[src/rtl/snake_pkg.sv]
// Shared types and defaults for the snake game core: headings, collision codes, cell coordinates.
// Helpers convert cell indices to pixels and test whether a scan pixel lies inside a cell.
package snake_pkg;

   localparam int DEF_MAX_LEN  = 32;
   localparam int DEF_GRID_W   = 40;
   localparam int DEF_GRID_H   = 30;
   localparam int DEF_START_X  = 20;
   localparam int DEF_START_Y  = 15;
   localparam int DEF_APPLE_X0 = 10;
   localparam int DEF_APPLE_Y0 = 10;
   localparam int DEF_COOLDOWN = 10;

   localparam logic [10:0] LFSR_SEED = 11'h5A5;

   typedef enum logic [3:0] {
      DIR_UP    = 4'b0001,
      DIR_DOWN  = 4'b0010,
      DIR_LEFT  = 4'b0100,
      DIR_RIGHT = 4'b1000
   } dir_t;

   typedef enum logic [1:0] {
      COL_NONE  = 2'b00,
      COL_APPLE = 2'b01,
      COL_WALL  = 2'b10
   } coll_t;

   typedef struct packed {
      logic [10:0] x;
      logic [10:0] y;
   } coord_t;

   function automatic dir_t dir_reverse(input dir_t d);
      case (d)
         DIR_UP:   return DIR_DOWN;
         DIR_DOWN: return DIR_UP;
         DIR_LEFT: return DIR_RIGHT;
         default:  return DIR_LEFT;
      endcase
   endfunction

   // Pixel arithmetic wraps at 11 bits, matching the scan address width.
   function automatic logic [10:0] cell2pix(input logic [10:0] c, input logic [10:0] cs);
      logic [21:0] p;
      p = {11'd0, c} * {11'd0, cs};
      return p[10:0];
   endfunction

   function automatic logic in_cell(input logic [10:0] col, input logic [10:0] row,
                                    input coord_t c, input logic [10:0] cs);
      logic [10:0] dx;
      logic [10:0] dy;
      dx = col - c.x;
      dy = row - c.y;
      return (dx < cs) && (dy < cs);
   endfunction

endpackage

[src/rtl/snake_game_core_if.sv]
// Scan, control and status signals between the VGA front end and the snake core.
// master drives addresses/strobes/requests; slave (the core) returns pixel flags and game status.
interface snake_game_core_if;
   logic        move_tick;
   logic        apple_tick;
   logic [10:0] col_addr;
   logic [10:0] row_addr;
   logic [3:0]  dir;
   logic [10:0] cell_size;
   logic        border;
   logic        snake_head;
   logic        snake_body;
   logic        apple;
   logic        game_over;
   logic [7:0]  length;

   modport master (
      output move_tick, apple_tick, col_addr, row_addr, dir, cell_size, border,
      input  snake_head, snake_body, apple, game_over, length
   );

   modport slave (
      input  move_tick, apple_tick, col_addr, row_addr, dir, cell_size, border,
      output snake_head, snake_body, apple, game_over, length
   );
endinterface

[src/rtl/snake_apple_gen.sv]
// Apple placement: free-running LFSR sampled on apple_tick while a refresh is pending; registered hit test.
// Apple flag lags the scan address by 1 cycle; a rejected sample simply retries on the next apple_tick.
module snake_apple_gen
   import snake_pkg::*;
#(
   parameter int GRID_W   = DEF_GRID_W,
   parameter int GRID_H   = DEF_GRID_H,
   parameter int APPLE_X0 = DEF_APPLE_X0,
   parameter int APPLE_Y0 = DEF_APPLE_Y0
) (
   input  logic        vga_clk,
   input  logic        rst_n,
   input  logic        reset,
   input  logic        refresh,
   input  logic        apple_tick,
   input  logic [10:0] col_addr,
   input  logic [10:0] row_addr,
   input  logic [10:0] cell_size,
   output logic        apple_hit
);

   logic [10:0] lfsr_q;
   logic        pending_q;
   logic [10:0] ax_q;
   logic [10:0] ay_q;
   logic [10:0] cx;
   logic [10:0] cy;
   logic        accept;
   coord_t      apple_pix;

   assign cx = {5'd0, lfsr_q[5:0]};
   assign cy = {6'd0, lfsr_q[10:6]};
   // Keep apples off the outer ring of cells, where the wall sits.
   assign accept = apple_tick && pending_q
                && (cx >= 11'd1) && (cx <= 11'(GRID_W - 2))
                && (cy >= 11'd1) && (cy <= 11'(GRID_H - 2));
   assign apple_pix = {cell2pix(ax_q, cell_size), cell2pix(ay_q, cell_size)};

   always_ff @(posedge vga_clk or negedge rst_n) begin
      if (!rst_n) begin
         lfsr_q    <= LFSR_SEED;
         pending_q <= 1'b0;
         ax_q      <= 11'(APPLE_X0);
         ay_q      <= 11'(APPLE_Y0);
         apple_hit <= 1'b0;
      end else if (reset) begin
         lfsr_q    <= LFSR_SEED;
         pending_q <= 1'b0;
         ax_q      <= 11'(APPLE_X0);
         ay_q      <= 11'(APPLE_Y0);
         apple_hit <= 1'b0;
      end else begin
         lfsr_q    <= {lfsr_q[9:0], lfsr_q[10] ^ lfsr_q[8]};
         pending_q <= refresh | (pending_q & ~accept);
         if (accept) begin
            ax_q <= cx;
            ay_q <= cy;
         end
         apple_hit <= in_cell(col_addr, row_addr, apple_pix, cell_size);
      end
   end

endmodule

[src/rtl/snake_game_core.sv]
// Snake game logic: segments, steering, collision, growth, sticky game-over. Option: SNAKE_SELF_COLLISION_EN.
// Pixel flags registered (1 cycle from address); no backpressure, ticks are single-cycle strobes.
module snake_game_core
   import snake_pkg::*;
#(
   parameter int MAX_LEN  = DEF_MAX_LEN,
   parameter int GRID_W   = DEF_GRID_W,
   parameter int GRID_H   = DEF_GRID_H,
   parameter int START_X  = DEF_START_X,
   parameter int START_Y  = DEF_START_Y,
   parameter int APPLE_X0 = DEF_APPLE_X0,
   parameter int APPLE_Y0 = DEF_APPLE_Y0,
   parameter int COOLDOWN = DEF_COOLDOWN
) (
   input  logic              vga_clk,
   input  logic              rst_n,
   input  logic              reset,
   snake_game_core_if.slave  bus
);

   localparam int CW = $clog2(COOLDOWN + 1);

   typedef enum logic {ST_PLAY, ST_OVER} state_t;

   state_t      state_q, state_d;
   dir_t        heading_q;
   logic [10:0] hx_q, hy_q;
   coord_t      head_pix;
   coord_t      seg_q [1:MAX_LEN-1];
   logic [7:0]  length_q, length_d;
   logic [CW-1:0] cool_q;
   logic        head_q, body_q, border_q, apple_q;
   logic        body_hit, wall_hit, refresh;
   coll_t       coll;

   // Head kept in cell units so its reset value is independent of cell_size.
   assign head_pix = {cell2pix(hx_q, bus.cell_size), cell2pix(hy_q, bus.cell_size)};

   always_comb begin
      body_hit = 1'b0;
      for (int i = 1; i < MAX_LEN; i++) begin
         if (8'(i) < length_q && in_cell(bus.col_addr, bus.row_addr, seg_q[i], bus.cell_size))
            body_hit = 1'b1;
      end
   end

   always_ff @(posedge vga_clk or negedge rst_n) begin
      if (!rst_n) begin
         head_q   <= 1'b0;
         body_q   <= 1'b0;
         border_q <= 1'b0;
      end else if (reset) begin
         head_q   <= 1'b0;
         body_q   <= 1'b0;
         border_q <= 1'b0;
      end else begin
         head_q   <= in_cell(bus.col_addr, bus.row_addr, head_pix, bus.cell_size);
         body_q   <= body_hit;
         border_q <= bus.border;
      end
   end

   snake_apple_gen #(
      .GRID_W   (GRID_W),
      .GRID_H   (GRID_H),
      .APPLE_X0 (APPLE_X0),
      .APPLE_Y0 (APPLE_Y0)
   ) u_apple (
      .vga_clk    (vga_clk),
      .rst_n      (rst_n),
      .reset      (reset),
      .refresh    (refresh),
      .apple_tick (bus.apple_tick),
      .col_addr   (bus.col_addr),
      .row_addr   (bus.row_addr),
      .cell_size  (bus.cell_size),
      .apple_hit  (apple_q)
   );

`ifdef SNAKE_SELF_COLLISION_EN
   assign wall_hit = head_q & (border_q | body_q);
`else
   assign wall_hit = head_q & border_q;
`endif

   always_comb begin
      coll = COL_NONE;
      if (cool_q == '0 && state_q == ST_PLAY) begin
         if (wall_hit)
            coll = COL_WALL;
         else if (head_q && apple_q)
            coll = COL_APPLE;
      end
   end

   always_ff @(posedge vga_clk or negedge rst_n) begin
      if (!rst_n) begin
         state_q  <= ST_PLAY;
         length_q <= 8'd1;
         cool_q   <= '0;
      end else if (reset) begin
         state_q  <= ST_PLAY;
         length_q <= 8'd1;
         cool_q   <= '0;
      end else begin
         state_q  <= state_d;
         length_q <= length_d;
         if (coll != COL_NONE)
            cool_q <= CW'(COOLDOWN);
         else if (cool_q != '0)
            cool_q <= cool_q - 1'b1;
      end
   end

   always_comb begin
      state_d  = state_q;
      length_d = length_q;
      refresh  = 1'b0;
      case (state_q)
         ST_PLAY: begin
            if (coll == COL_WALL) begin
               state_d = ST_OVER;
            end else if (coll == COL_APPLE) begin
               refresh = 1'b1;
               if (length_q < 8'(MAX_LEN))
                  length_d = length_q + 8'd1;
            end
         end
         ST_OVER: state_d = ST_OVER;
      endcase
   end

   always_ff @(posedge vga_clk or negedge rst_n) begin
      if (!rst_n) begin
         heading_q <= DIR_RIGHT;
         hx_q      <= 11'(START_X);
         hy_q      <= 11'(START_Y);
         for (int i = 1; i < MAX_LEN; i++) seg_q[i] <= '0;
      end else if (reset) begin
         heading_q <= DIR_RIGHT;
         hx_q      <= 11'(START_X);
         hy_q      <= 11'(START_Y);
         for (int i = 1; i < MAX_LEN; i++) seg_q[i] <= '0;
      end else begin
         if ($onehot(bus.dir) && bus.dir != dir_reverse(heading_q))
            heading_q <= dir_t'(bus.dir);
         if (bus.move_tick && state_q == ST_PLAY) begin
            seg_q[1] <= head_pix;
            for (int i = 2; i < MAX_LEN; i++) seg_q[i] <= seg_q[i-1];
            case (heading_q)
               DIR_UP:   hy_q <= hy_q - 11'd1;
               DIR_DOWN: hy_q <= hy_q + 11'd1;
               DIR_LEFT: hx_q <= hx_q - 11'd1;
               default:  hx_q <= hx_q + 11'd1;
            endcase
         end
      end
   end

   assign bus.snake_head = head_q;
   assign bus.snake_body = body_q;
   assign bus.apple      = apple_q;
   assign bus.game_over  = (state_q == ST_OVER);
   assign bus.length     = length_q;

endmodule

[src/flat_wrapper.sv]
// flat-port wrapper written by rule: the top's interface ports become plain ports
module snake_game_core_flat import snake_pkg::*;
#(
   parameter int MAX_LEN  = DEF_MAX_LEN,
   parameter int GRID_W   = DEF_GRID_W,
   parameter int GRID_H   = DEF_GRID_H,
   parameter int START_X  = DEF_START_X,
   parameter int START_Y  = DEF_START_Y,
   parameter int APPLE_X0 = DEF_APPLE_X0,
   parameter int APPLE_Y0 = DEF_APPLE_Y0,
   parameter int COOLDOWN = DEF_COOLDOWN
)
  (vga_clk, rst_n, reset, bus_move_tick, bus_apple_tick, bus_col_addr, bus_row_addr, bus_dir, bus_cell_size, bus_border, bus_snake_head, bus_snake_body, bus_apple, bus_game_over, bus_length);
  snake_game_core_if bus_i ();
  input  logic vga_clk;
  input  logic rst_n;
  input  logic reset;
  input wire logic [$bits(bus_i.move_tick)-1:0] bus_move_tick;
  input wire logic [$bits(bus_i.apple_tick)-1:0] bus_apple_tick;
  input wire logic [$bits(bus_i.col_addr)-1:0] bus_col_addr;
  input wire logic [$bits(bus_i.row_addr)-1:0] bus_row_addr;
  input wire logic [$bits(bus_i.dir)-1:0] bus_dir;
  input wire logic [$bits(bus_i.cell_size)-1:0] bus_cell_size;
  input wire logic [$bits(bus_i.border)-1:0] bus_border;
  output wire logic [$bits(bus_i.snake_head)-1:0] bus_snake_head;
  output wire logic [$bits(bus_i.snake_body)-1:0] bus_snake_body;
  output wire logic [$bits(bus_i.apple)-1:0] bus_apple;
  output wire logic [$bits(bus_i.game_over)-1:0] bus_game_over;
  output wire logic [$bits(bus_i.length)-1:0] bus_length;
  assign bus_i.move_tick = bus_move_tick;
  assign bus_i.apple_tick = bus_apple_tick;
  assign bus_i.col_addr = bus_col_addr;
  assign bus_i.row_addr = bus_row_addr;
  assign bus_i.dir = bus_dir;
  assign bus_i.cell_size = bus_cell_size;
  assign bus_i.border = bus_border;
  assign bus_snake_head = bus_i.snake_head;
  assign bus_snake_body = bus_i.snake_body;
  assign bus_apple = bus_i.apple;
  assign bus_game_over = bus_i.game_over;
  assign bus_length = bus_i.length;
  snake_game_core #(.MAX_LEN(MAX_LEN), .GRID_W(GRID_W), .GRID_H(GRID_H), .START_X(START_X), .START_Y(START_Y), .APPLE_X0(APPLE_X0), .APPLE_Y0(APPLE_Y0), .COOLDOWN(COOLDOWN)) u_core (.vga_clk(vga_clk), .rst_n(rst_n), .reset(reset), .bus(bus_i));
endmodule
[config.mk]
export PLATFORM = sky130hd
export DESIGN_NAME = snake_game_core_flat
export DESIGN_NICKNAME = d
export VERILOG_FILES = /design/src/rtl/snake_pkg.sv /design/src/rtl/snake_game_core_if.sv /design/src/rtl/snake_apple_gen.sv /design/src/rtl/snake_game_core.sv /design/src/flat_wrapper.sv
export SDC_FILE = /design/constraint.sdc
export NUM_CORES = 2
export LEC_CHECK = 0
export BUFFER_PORTS_ARGS = -buffer_cell sky130_fd_sc_hd__buf_2
export CAP_MARGIN = 20
export CELL_PAD_IN_SITES_DETAIL_PLACEMENT = 1
export CELL_PAD_IN_SITES_GLOBAL_PLACEMENT = 2
export CORE_MARGIN = 3
export CORE_UTILIZATION = 35
export CTS_BUF_LIST = sky130_fd_sc_hd__clkbuf_8
export DETAILED_ROUTE_END_ITERATION = 16
export GPL_TIMING_DRIVEN = 0
export PLACE_DENSITY_LB_ADDON = 0.25
export SYNTH_ARGS = -nofsm -noshare
export SYNTH_HDL_FRONTEND = slang
export SYNTH_SLANG_ARGS = --single-unit
[constraint.sdc]
create_clock -name vga_clk -period 7.4 [get_ports vga_clk]
set_input_delay 1.11 -clock vga_clk [delete_from_list [all_inputs] [get_ports vga_clk]]
set_output_delay 1.11 -clock vga_clk [all_outputs]
set_load 0.01 [all_outputs]
* Yosys cells after proc, flatten, opt, wreduce, memory -nomap -nowiden
Index checks and enable logic that the tools add are counted.
Widths: inputs -> output; s select.
** Cells by class
- $add $sub $neg :: 75
- $mul :: 4
- Div/mod/pow operators :: 0
- Order comparisons :: 102
- Equality and inequality tests :: 10
- Shift-type cells :: 0
- Mux-type cells :: 70
- Bitwise logic cells :: 6
- Reduce and logical (&&, ||, !) cells :: 87
** Operators with widths (count)
- $mux 682 :: 2
- $lt 11x11->1 :: 66
- $sub 11x11->11 :: 66
- $lt 5x8->1 const A :: 16
- $mux 11 :: 9
- $logic_and 1x1->1 :: 73
- $lt 4x8->1 const A :: 8
- $mul 11x11->11 :: 4
- $pmux 11 s2 :: 2
- $mux 1 :: 42
- $mux 8 :: 5
- $lt 3x8->1 const A :: 4
- $mux 4 :: 6
- $add 11x1->11 const B :: 2
- $sub 11x1->11 const B :: 2
- $lt 2x8->1 const A :: 2
- $pmux 4 s3 :: 1
- $reduce_bool 2->1 :: 6
- $add 8x1->8 const B :: 1
- $lt 1x8->1 const A :: 1
- $lt 8x6->1 const B :: 1
- $ge 6x1->1 const B :: 1
- $le 6x6->1 const B :: 1
- $reduce_bool 3->1 :: 2
- other kinds (25) :: 31
** Word-level totals
- Register bits after elaboration :: 759
- Bits in latches :: 0
- Memory bits (writable) :: 0
- Bits in read-only memories :: 0
- Output and inout bits :: 12
- Word-level logic and storage cells :: 430
- Memories :: 0

* Longest topological paths before layout
- Depth in word-level cells :: 36
- Mapped depth :: 28
- Gate-level depth less buffers :: 24

* Modules after synthesis
A second synthesis with hierarchy kept.
** Second synthesis, totals
- Cells, all modules :: 10257
- Area, all modules :: 80971.4 um2
** By module, submodules not included
- snake_game_core :: times used 1, cells an instance 9668, area each 75721.4 um2
- snake_apple_gen :: times used 1, cells an instance 589, area each 5250.0 um2

* Least setup slack after synthesis
No wires, ideal clock.
- Path kind :: input port to flip-flop
- Start point :: input bus_cell_size[4]
- End point :: register u_core.head_q, in the netlist u_core.bus.snake_head
- Library setup time :: 86 ps
- Arrival time :: 6192 ps
- Data required time :: 7314 ps
- Slack :: 1122 ps
- Stages :: 25
- Path buffers :: 2
- Cells stage by stage :: clkbuf_1 clkbuf_1 nand2_1 fa_1 inv_1 ha_1 fa_1 ha_1 inv_1 fa_1 inv_1 ha_1 a21o_1 a21oi_1 o21bai_1 a21oi_1 xor2_1 ha_1 inv_1 or4_1 nand4_1 ha_1 o211ai_1 a21oi_1 nor3_1
** Between the ends
- Word-level cells in the longest chain between the ends :: 5
- Elaborated cells between the ends (all ways) :: 8
** RTL lines
- from (decl) :: RTL line flat_wrapper.sv:23 : input wire logic [$bits(bus_i.cell_size)-1:0] bus_cell_size;
- $mul 11x11->11 :: RTL line snake_pkg.sv:46 : p = {11'd0, c} * {11'd0, cs};
- $sub 11x11->11, on equally long branches :: RTL line snake_pkg.sv:54, snake_pkg.sv:55
- $lt 11x11->1 :: RTL line snake_pkg.sv:56 : return (dx < cs) && (dy < cs);
- $logic_and 1x1->1 * :: RTL line snake_pkg.sv:56
- $mux 1 * :: RTL line snake_game_core.sv:52 : end else if (reset) begin
- to (signal assigned) :: RTL line snake_game_core.sv:57 : head_q <= in_cell(bus.col_addr, bus.row_addr, head_pix, bus.cell_size);
- to (decl) :: RTL line snake_game_core.sv:32 : logic head_q, body_q, border_q, apple_q;
Mark *: on every way between the ends. The rest lies on a longest branch, timed or not.
A chain may end at the register's enable or synchronous reset.

* Final worst setup path
- Start point :: input bus_cell_size[3]
- End point :: register u_core.head_q, in the netlist u_core.bus.snake_head
The elaborated chain is that of the path after synthesis.

==> metrics.md <==
| Metric | Value |
|---|---|
| Status | `finished, final reports clean` |
| Overall Power | `15.4 mW` |
| Setup Skew | `0.0518 ns` |
| Final setup vio count | `0` |
| Routed Wire Length | `302000 µm` |
| Req. time, crit path | `8.22 ns` |
| Initial DRC count | `3300` |
| CP Data Arrival Time | `7.95 ns` |
| Yosys cell types | `68` |
| Num CTS Buffers | `161` |
| Critical path peak fanout | `10` |
| Core footprint | `0.223 mm²` |
| Worst VDD drop | `0.000185 V` |
| RSZ-0062 raised after global routing | `false` |
| Rows | `173` |
| Placed insts | `12.6k` |
| Final worst slack | `0.270 ns` |
| Pwr dens | `177 mW/mm²` |
| R2r worst-path depth | `22` |
| Most frequent cells in the layout | `1661 x nand2_1, 1458 x ha_1, 1230 x a21oi_1` |
| Die X | `479 µm` |
| Fin cells | `12.9k` |
| Async set or reset register ratio after synthesis | `100%` |
| CP startpoint kind | `input pin` |
| Number of synthesized flops with an enable pin | `0` |
| Total Neg Setup Slack | `0 ns` |
| Nature of the critical path endpoint | `flop` |
| Layout cells sized above 1 | `4.41%` |
| Largest net degree at the start of global routing | `113` |
| Starting density of the core | `35.2%` |
| Max_cap viols | `0` |
| H-Tree Depth | `4` |
| Slew @ Worst Pin | `1.12 ns` |
| Setup bufs post-CTS | `0` |
| CP peak stage delay | `0.71 ns` |
| Initial antenna violation count | `21` |
| Post-Place Worst Slack | `-2.58 ns` |
| Minimum clock period | `7.13 ns` |
| Clock Tree Root | `clkbuf_8` |
| First-pass GRT wire length | `456000 µm` |
| Crit path max-delay cell type | `clkdlybuf4s15_1` |
| Worst path cell trace | `clkdlybuf4s15_1 > clkbuf_1 > and2_1 > fa_1 > inv_1 > fa_1 > inv_1 > fa_1 > fa_1 > inv_1 > fa_1 > xnor2_1 > xnor2_1 > xnor2_1 > xnor2_1 > xnor2_1 > xnor2_1 > xor2_1 > xnor2_1 > ha_1 > a22oi_1 > nand2_1 > nor3_1` |
| CP delay by family, top | `adder cells` |
| Fin Hold WS | `0.250 ns` |
| Area growth, synth to finish | `11.4%` |
| Sequential share of the synthesized area | `23.9%` |
| Worst min path class | `input pin to asynchronous set/reset pin` |
| CP Class | `input pin to flop` |
| Mapped Area | `0.0784 mm²` |
| CP bufs+invs | `5` |
| RR Endpoint | `u_core.bus.snake_head` |
| Clock sink count | `748` |
| Fin. max-slew vios | `0` |
| NumNets Final | `11.5k` |
| TritonCTS clock tree | `built` |
| Reg2Reg Setup Slack | `0.93 ns` |
| Vias per inst | `5.35` |
| Final Hold Violating Endpoints | `0` |
| GPL Wtd Cong | `0.838` |
| Synth Area per Inst | `8.19 µm²` |
| Most common cell after layout, fill and taps aside | `nand2_1` |
| Synth warn | `0` |
| CTS max path bufs | `3` |
| Vias | `69.2k` |
| R2r startpoint | `u_core.hx_q[2]` |
| Max Fclk | `0.140 GHz` |
| Vias in the first global route | `73.2k` |
| Cells after synthesis | `9569` |
| Fin crit share | `96.4%` |
| Drt first pass iters | `5` |
| Clk_lat worst skew | `0.95 ns` |
| Num ports | `55` |
| #FFs+latches synth | `748` |
| Avg WL per Cell | `23.3 µm` |
| Clk slew on worst S/H paths | `0.06 ns` |
| Post-Syn Nets | `11.3k` |
| Global route overflow | `0` |
| Most used cell, CP | `xnor2_1` |
| DIE AREA | `0.230 mm²` |
| Dpl hpwl | `229000 µm` |
| Main synth FF type | `dfrtp_1` |
| GRT Overall Usage | `26.1%` |
| P_leak | `38.0 nW` |
| Die height | `479 µm` |
| # DRC | `0` |
| # port buffers | `47` |
| ANT nets after route | `0` |
| Rel. slew slack | `24.6%` |
| Crit path from | `bus_cell_size[3]` |
## per-stage QoR
step	cell area [µm²]	utilization, %
global placement	82400	37.0
detailed placement	83800	37.6
global route	87300	39.2
CTS	87300	39.2
finish	87300	39.2
floorplan	78400	-
## repair_timing
action,CTS,global route
hold buffers,0,0
endpoints found under the setup margin,4,2
resized for setup,1,9
endpoints found under the hold margin,0,0
## logic make-up after synthesis
family | count (synthesis) | share of synthesized area (%)
mux | 55 | 0.716
compound gates | 2342 | 18.0
buf+inv | 1487 | 7.14
fa+ha+maj | 1641 | 27.9
simple gates | 2642 | 15.0
xor+xnor | 654 | 7.30
flops | 748 | 23.9
## synth_stat cells, types with 34 or more instances
master / count / area, µm²
xor2_1: 201 / 1760
clkbuf_1: 271 / 1020
dfrtp_1: 730 / 18300
o21a_1: 44 / 330
nand2_1: 1661 / 6230
nor3_1: 82 / 410
nand3_1: 117 / 586
inv_1: 1185 / 4450
o21ai_0: 232 / 1160
a211oi_1: 59 / 443
o2111ai_1: 50 / 438
mux2i_1: 46 / 460
ha_1: 1458 / 18200
a21oi_1: 1230 / 6160
o21bai_1: 235 / 1760
xnor2_1: 453 / 3970
nand2b_1: 87 / 544
nand4b_1: 35 / 307
a21boi_0: 74 / 556
nor2b_1: 95 / 594
or3_1: 34 / 213
nand4_1: 65 / 407
fa_1: 183 / 3660
and2_1: 99 / 619
a21o_1: 215 / 1610
nor2_1: 244 / 916
or4_1: 45 / 338
## state kept, by name, indices dropped and copies added (netlist names)
name and count:
u_core.hy_q 11, u_core.u_apple.apple_hit 1, u_core.bus.game_over 1, u_core.bus.snake_head 1
u_core.border_q 1, u_core.u_apple.ay_q 5, u_core.bus.length 8, u_core.u_apple.pending_q 1
u_core.seg_q 682, u_core.cool_q 4, u_core.u_apple.lfsr_q 11, u_core.bus.snake_body 1
u_core.heading_q 4, u_core.hx_q 11, u_core.u_apple.ax_q 6
## layout make-up
cell class              count  area (µm²)
fillers                 26839      135000
multi-input cells        7334       54100
flip-flops and latches    748       18700
inverters                1185        4500
well taps                2975        3720
clock buffers             208        2860
repair buffers            103        1560
plain buffers             300        1170
clock inverters            80         641
diodes                     11        27.5
## metal layers
| metal | routed length [µm] | track usage (%) |
|---|---|---|
| met3 | 9780 | 2.67 |
| met4 | 9360 | 8.09 |
| met2 | 142000 | 44.0 |
| met5 | 27 | 0 |
| met1 | 141000 | 35.1 |
## worst max-delay path by stage
stage                          endpoint  cells after the start
6_report          u_core.bus.snake_head                     23
5_1_grt           u_core.bus.snake_head                     23
4_1_cts        u_core.u_apple.apple_hit                     25
3_5_place_dp   u_core.u_apple.apple_hit                     27
3_3_place_gp          u_core.seg_q[640]                      1
2_1_floorplan     u_core.bus.snake_head                     25
## worst register-to-register path, delay by kind of cell (launching register included)
kind,cells,cell delay (ns)
flip-flops,1,0.53
AO/OA/AOI/OAI,1,0.21
buffers and inverters,4,0.57
XOR/XNOR,8,1.92
AND/OR/NAND/NOR,3,0.64
adder cells (fa/ha/maj),6,2.46
## report_power, final
group          switching (mW)  internal (mW)
registers              0.0899           4.18
clock network            2.22           2.81
logic                    3.68           2.47
total                    5.99           9.45
Power figures use the tool's default switching activity.
